`config.mk`:
```
export PLATFORM = sky130hd
export DESIGN_NAME = instr_queue_buffer
export DESIGN_NICKNAME = d
export VERILOG_FILES = /design/src/rtl/instr_queue_buffer.sv
export SDC_FILE = /design/constraint.sdc
export NUM_CORES = 1
export LEC_CHECK = 0
export CORE_MARGIN = 4
export CORE_UTILIZATION = 35
export CTS_CLUSTER_SIZE = 14
export DETAILED_ROUTE_END_ITERATION = 10
export GPL_TIMING_DRIVEN = 1
export PLACE_DENSITY_LB_ADDON = 0.08
export SYNTH_ARGS = -nofsm -noshare
export SYNTH_HDL_FRONTEND = slang
export SYNTH_SLANG_ARGS = --single-unit
```
`constraint.sdc`:
```
create_clock -name clk -period 5.3 [get_ports clk]
set_input_delay 1.325 -clock clk [delete_from_list [all_inputs] [get_ports clk]]
set_output_delay 1.325 -clock clk [all_outputs]
set_load 0.01 [all_outputs]
```
`src/rtl/instr_queue_buffer.sv`:
```
// Circular instruction queue between fetch and decode: in-order push, registered
// one-cycle pop, relative-index peek, flush, occupancy and sticky error flags.
module instr_queue_buffer #(
  parameter int Instr_word_size = 32,
  parameter int bs = 16,
  localparam int PW = $clog2(bs)
) (
  input  logic                       clk,
  input  logic                       rst,
  input  logic                       flush,
  input  logic                       push,
  input  logic [Instr_word_size-1:0] Instr_in,
  output logic                       in_ready,
  input  logic                       pop,
  output logic [Instr_word_size-1:0] Instr_out,
  output logic                       out_valid,
  input  logic [PW-1:0]              peek_index,
  output logic [Instr_word_size-1:0] peek_out,
  output logic                       peek_valid,
  output logic [PW:0]                count,
  output logic                       full,
  output logic                       empty,
  output logic                       err_overflow,
  output logic                       err_underflow
);

  localparam logic [PW:0] FULL_CNT = (PW+1)'(bs);

  logic [Instr_word_size-1:0] mem_q [bs];

  logic [PW-1:0]              wr_ptr_q, wr_ptr_d;
  logic [PW-1:0]              rd_ptr_q, rd_ptr_d;
  logic [PW:0]                count_q, count_d;
  logic [Instr_word_size-1:0] instr_out_q, instr_out_d;
  logic                       out_valid_q, out_valid_d;
  logic [Instr_word_size-1:0] peek_out_q, peek_out_d;
  logic                       peek_valid_q, peek_valid_d;
  logic                       err_ovf_q, err_ovf_d;
  logic                       err_unf_q, err_unf_d;

  logic          full_c, empty_c;
  logic          push_acc, pop_acc;
  logic [PW-1:0] peek_addr;

  always_comb begin
    full_c    = (count_q == FULL_CNT);
    empty_c   = (count_q == '0);
    // Flush wins over both requests, so neither is accepted in that cycle.
    push_acc  = push && !full_c && !flush;
    pop_acc   = pop && !empty_c && !flush;
    peek_addr = rd_ptr_q + peek_index;
  end

  always_comb begin
    wr_ptr_d     = wr_ptr_q;
    rd_ptr_d     = rd_ptr_q;
    count_d      = count_q;
    instr_out_d  = instr_out_q;
    out_valid_d  = 1'b0;
    peek_out_d   = peek_out_q;
    peek_valid_d = 1'b0;
    err_ovf_d    = err_ovf_q;
    err_unf_d    = err_unf_q;

    if (flush) begin
      wr_ptr_d  = '0;
      rd_ptr_d  = '0;
      count_d   = '0;
      err_ovf_d = 1'b0;
      err_unf_d = 1'b0;
    end else begin
      if (push_acc) begin
        wr_ptr_d = wr_ptr_q + PW'(1);
      end
      if (pop_acc) begin
        rd_ptr_d    = rd_ptr_q + PW'(1);
        instr_out_d = mem_q[rd_ptr_q];
      end
      out_valid_d = pop_acc;

      case ({push_acc, pop_acc})
        2'b10:   count_d = count_q + (PW+1)'(1);
        2'b01:   count_d = count_q - (PW+1)'(1);
        default: count_d = count_q;
      endcase

      if (push && full_c) begin
        err_ovf_d = 1'b1;
      end
      if (pop && empty_c) begin
        err_unf_d = 1'b1;
      end

      // Peek sees pre-update state; a same-cycle push is not visible yet.
      peek_out_d   = mem_q[peek_addr];
      peek_valid_d = ({1'b0, peek_index} < count_q);
    end
  end

  always_ff @(posedge clk) begin
    if (!rst) begin
      wr_ptr_q     <= '0;
      rd_ptr_q     <= '0;
      count_q      <= '0;
      instr_out_q  <= '0;
      out_valid_q  <= 1'b0;
      peek_out_q   <= '0;
      peek_valid_q <= 1'b0;
      err_ovf_q    <= 1'b0;
      err_unf_q    <= 1'b0;
    end else begin
      wr_ptr_q     <= wr_ptr_d;
      rd_ptr_q     <= rd_ptr_d;
      count_q      <= count_d;
      instr_out_q  <= instr_out_d;
      out_valid_q  <= out_valid_d;
      peek_out_q   <= peek_out_d;
      peek_valid_q <= peek_valid_d;
      err_ovf_q    <= err_ovf_d;
      err_unf_q    <= err_unf_d;
    end
  end

  // Storage is intentionally left unreset.
  always_ff @(posedge clk) begin
    if (rst && push_acc) begin
      mem_q[wr_ptr_q] <= Instr_in;
    end
  end

  always_comb begin
    in_ready      = !full_c;
    full          = full_c;
    empty         = empty_c;
    count         = count_q;
    Instr_out     = instr_out_q;
    out_valid     = out_valid_q;
    peek_out      = peek_out_q;
    peek_valid    = peek_valid_q;
    err_overflow  = err_ovf_q;
    err_underflow = err_unf_q;
  end

endmodule

```
==> metrics.md <==
| Metric | Value |
|---|---|
| Status | `finished clean` |
| Count of antenna diodes in the layout | `0` |
| Part of the Yosys area used for sequential elements | `0.649` |
| Core box area | `74300 sq um` |
| Cell Count, Final, Fillers Out | `2533` |
| Number of enable-type register cells in the synthesized netlist | `512` |
| Area share of fa/ha/maj cells after synthesis | `0.00870` |
| Setup crit start kind | `input pin` |
| Height of the die | `281 microns` |
| Per-cell routed wire length | `30.4 microns` |
| Port Buffer Count | `116` |
| Basic-gate share of the synthesized area counting and, or, nand and nor cells | `0.0253` |
| Power Density | `341 nW/um^2` |
| Count of endpoints failing setup in the final report | `0` |
| Distinct cell type count of the synthesized netlist | `38` |
| CP peak stage delay | `1.00 ns` |
| Critical path capture point type | `register` |
| Area Overhead vs Synth | `19.4%` |
| CP arrival | `4.45 ns` |
| IR Drop Worst-Case VDD | `196 uV` |
| Area used by multi-input combinational logic | `8850 sq um` |
| Number of antenna violations at the first check in global routing | `1` |
| Clock tree skew after final layout | `0.0272 ns` |
| Post-Syn Area per Cell | `19.1 sq um` |
| Crit path kind | `input pin to register` |
| Count of maximum capacitance violations | `0` |
| Last weighted congestion value of the routability-driven placer | `0.735` |
| Slack of the worst reg-to-reg path | `1.94 ns` |
| Post-route antenna net violation count | `0` |
| Max clock buf depth | `3` |
| Cell count after synthesis | `1368` |
| Layout Cell Area excl Fill | `31200 sq um` |
| Largest driver fanout on the critical path | `62` |
| Area post-placement | `28900 sq um` |
| Die extent in x | `281 microns` |
| HPWL reported at the end of detailed placement | `41600 microns` |
| Nets in the synthesized netlist | `1426` |
| Data required time at the worst endpoint | `5.79 ns` |
| Clock buffers created by TritonCTS | `71` |
| Xor and xnor fraction of the mapped netlist area | `0.00363` |
| Yosys warning total | `0` |
| Slew headroom | `0.372` |
| Number of global-route vias before repair | `15200` |
| # fillers | `6592` |
| Post-layout min period | `3.96 ns` |
| Asr flop ratio synth | `0` |
| Remaining global-route overflow | `0` |
| Largest net degree at the start of global routing | `91` |
| Proportion of layout cells with a drive suffix above 1 | `0.327` |
| Starting density of the core | `0.352` |
| Aggregate global-route resource usage | `0.195` |
| Setup TNS Final | `0 ns` |
| Final Cycle Share | `0.748` |
| Number of max-slew violations in the final report | `0` |
| Quantity of hold-fixing buffers added after cts | `0` |
| Post-synthesis mux area share | `0.249` |
| Buffers plus inverters on the worst setup path | `3` |
| Vias | `14400` |
| CTS tree | `built` |
| Routed wire length | `76900 microns` |
| RSZ-0062 raised after global routing | `no` |
| Total of flip-flops plus latches after synthesis | `593` |
| Overall die area | `79200 sq um` |
| Maximum level of the CTS H-tree | `3` |
| Max frequency | `252 MHz` |
| Cell breakdown of the critical path | `clkdlybuf4s50_1 -> ha_4 -> inv_1 -> fa_4 -> buf_12 -> mux4_2 -> mux2_2 -> a22oi_1 -> nand2_1` |
| Boundary pin count | `117` |
| Placed cell count | `2402` |
| Number of rows created at floorplan | `100` |
| CTS clk-pin slew, worst paths | `0.06 ns` |
| Pin slew with the least headroom to its limit | `0.942 ns` |
| Highest-delay cell along the critical path | `sky130_fd_sc_hd__fa_4` |
| Syn Std Cell Area | `26200 sq um` |
| CTS Root Buffer Type | `sky130_fd_sc_hd__clkbuf_16` |
| Final hold violations | `0` |
| Number of DRC markers in iteration 0 | `1164` |
| Clock insertion delay at the later pin of the skew report | `0.62 ns` |
| Final net count | `1564` |
| Cell class contributing the biggest share of worst-path delay | `adder cells` |
| Number of buffers added for setup after CTS | `0` |
| Number of detailed-route iterations in the first pass | `5` |
| Cell leakage power | `9.85 nW` |
| Worst-case hold slack | `0.435 ns` |
| Sequential Area | `17000 sq um` |
| Via count normalized by instance count | `5.67` |
| CTS resizes | `0` |
| Class of the tightest hold or removal check | `register to register` |
| Wire length of the first global-routing pass | `111000 microns` |
| Number of remaining DRC errors | `0` |
| Post-synthesis compound-gate area fraction | `0.0434` |
| Flip-flop cell with the highest count after synthesis | `sky130_fd_sc_hd__edfxtp_1` |
| Layout Utilization | `0.420` |
| Clock Sink Count | `593` |
| Dominant combinational cell family by area after synthesis | `multiplexers` |
[placed cells by master, fill, tap and decap left out, types with 11 or more instances in the layout]
master / n
sky130_fd_sc_hd__edfxtp_1: 512
sky130_fd_sc_hd__ha_1: 14
sky130_fd_sc_hd__nor2_1: 16
sky130_fd_sc_hd__dfxtp_1: 79
sky130_fd_sc_hd__mux4_2: 256
sky130_fd_sc_hd__clkinv_2: 11
sky130_fd_sc_hd__buf_4: 32
sky130_fd_sc_hd__nand2_1: 105
sky130_fd_sc_hd__a22o_1: 32
sky130_fd_sc_hd__nor2_4: 15
sky130_fd_sc_hd__clkdlybuf4s50_1: 116
sky130_fd_sc_hd__inv_1: 15
sky130_fd_sc_hd__clkbuf_1: 15
sky130_fd_sc_hd__a22oi_1: 96
sky130_fd_sc_hd__mux2_2: 64
sky130_fd_sc_hd__buf_12: 16
sky130_fd_sc_hd__clkbuf_16: 73
[kinds of logic after synthesis]
family | Yosys count
flip-flops | 593
multiplexers | 324
AND/OR/NAND/NOR | 160
AO/OA/AOI/OAI | 149
buffers and inverters | 115
adder cells (fa/ha/maj) | 17
XOR/XNOR | 10
[worst paths after layout]
path	start	end	cells past startpoint
max	peek_index[0]	peek_out[25]	9
min	peek_out[24]	peek_out[24]	2
max reg2reg	rd_ptr_q[1]	peek_out[25]	7
min reg2reg	peek_out[24]	peek_out[24]	2
[sequential cells by signal, indices dropped and copies added (netlist names), 4 cells and up]
name	cells
Instr_out	32
mem_q	512
peek_out	32
wr_ptr_q	4
rd_ptr_q	4
count	5
[report_power, final]
part | internal (W) | leakage [nW] | switching (W)
Clock | 0.00298 | 1.17 | 0.00196
Sequential | 0.00510 | 5.27 | 0.0000270
Combinational | 0.000286 | 3.42 | 0.000292
Total | 0.00837 | 9.85 | 0.00227
[cells in the mapped netlist (7+ instances only)]
| cell | n | area [sq um] |
|---|---|---|
| sky130_fd_sc_hd__edfxtp_1 | 512 | 15400 |
| sky130_fd_sc_hd__nand2_1 | 105 | 394 |
| sky130_fd_sc_hd__clkbuf_1 | 53 | 199 |
| sky130_fd_sc_hd__inv_1 | 15 | 56.3 |
| sky130_fd_sc_hd__xor2_1 | 7 | 61.3 |
| sky130_fd_sc_hd__mux4_2 | 256 | 5770 |
| sky130_fd_sc_hd__a22oi_1 | 96 | 721 |
| sky130_fd_sc_hd__dfxtp_1 | 81 | 1620 |
| sky130_fd_sc_hd__a21oi_1 | 10 | 50.1 |
| sky130_fd_sc_hd__buf_4 | 13 | 97.6 |
| sky130_fd_sc_hd__nor2_1 | 31 | 116 |
| sky130_fd_sc_hd__mux2_2 | 64 | 721 |
| sky130_fd_sc_hd__buf_1 | 10 | 37.5 |
| sky130_fd_sc_hd__ha_1 | 15 | 188 |
| sky130_fd_sc_hd__buf_2 | 19 | 95.1 |
| sky130_fd_sc_hd__a22o_1 | 32 | 280 |
[per-stage QoR]
stage	power (W)	setup WS [ns]
6_report	0.0106	1.34
5_1_grt	0.0110	1.25
4_1_cts	0.0108	1.38
3_5_place_dp	0.00582	0.733
3_3_place_gp	0.00581	0.737
2_1_floorplan	0.00556	0.711
[worst register-to-register path: cells and delay by family, from the launching register on]
kind	cells	cell delay (ns)
buffers and inverters	2	0.60
AND/OR/NAND/NOR	1	0.08
flip-flops	1	0.58
multiplexers	2	0.70
AO/OA/AOI/OAI	1	0.20
adder cells (fa/ha/maj)	1	1.08
[area by class of cell]
class | instances | area share
inverters | 16 | 0.00192
flip-flops and latches | 593 | 0.544
clock buffers | 98 | 0.0647
multi-input cells | 660 | 0.283
clock inverters | 33 | 0.0121
well taps | 969 | 0.0388
repair buffers | 164 | 0.0551
[routing by layer]
metal | part of all wire | track usage | up-vias
li1 | - | - | 6034
met1 | 0.45 | 0.274 | 7811
met2 | 0.48 | 0.317 | 405
met3 | 0.046 | 0.0327 | 116
met4 | 0.024 | 0.0535 | 2
met5 | 0.00017 | 0 | -
Power figures use the tool's default switching activity.
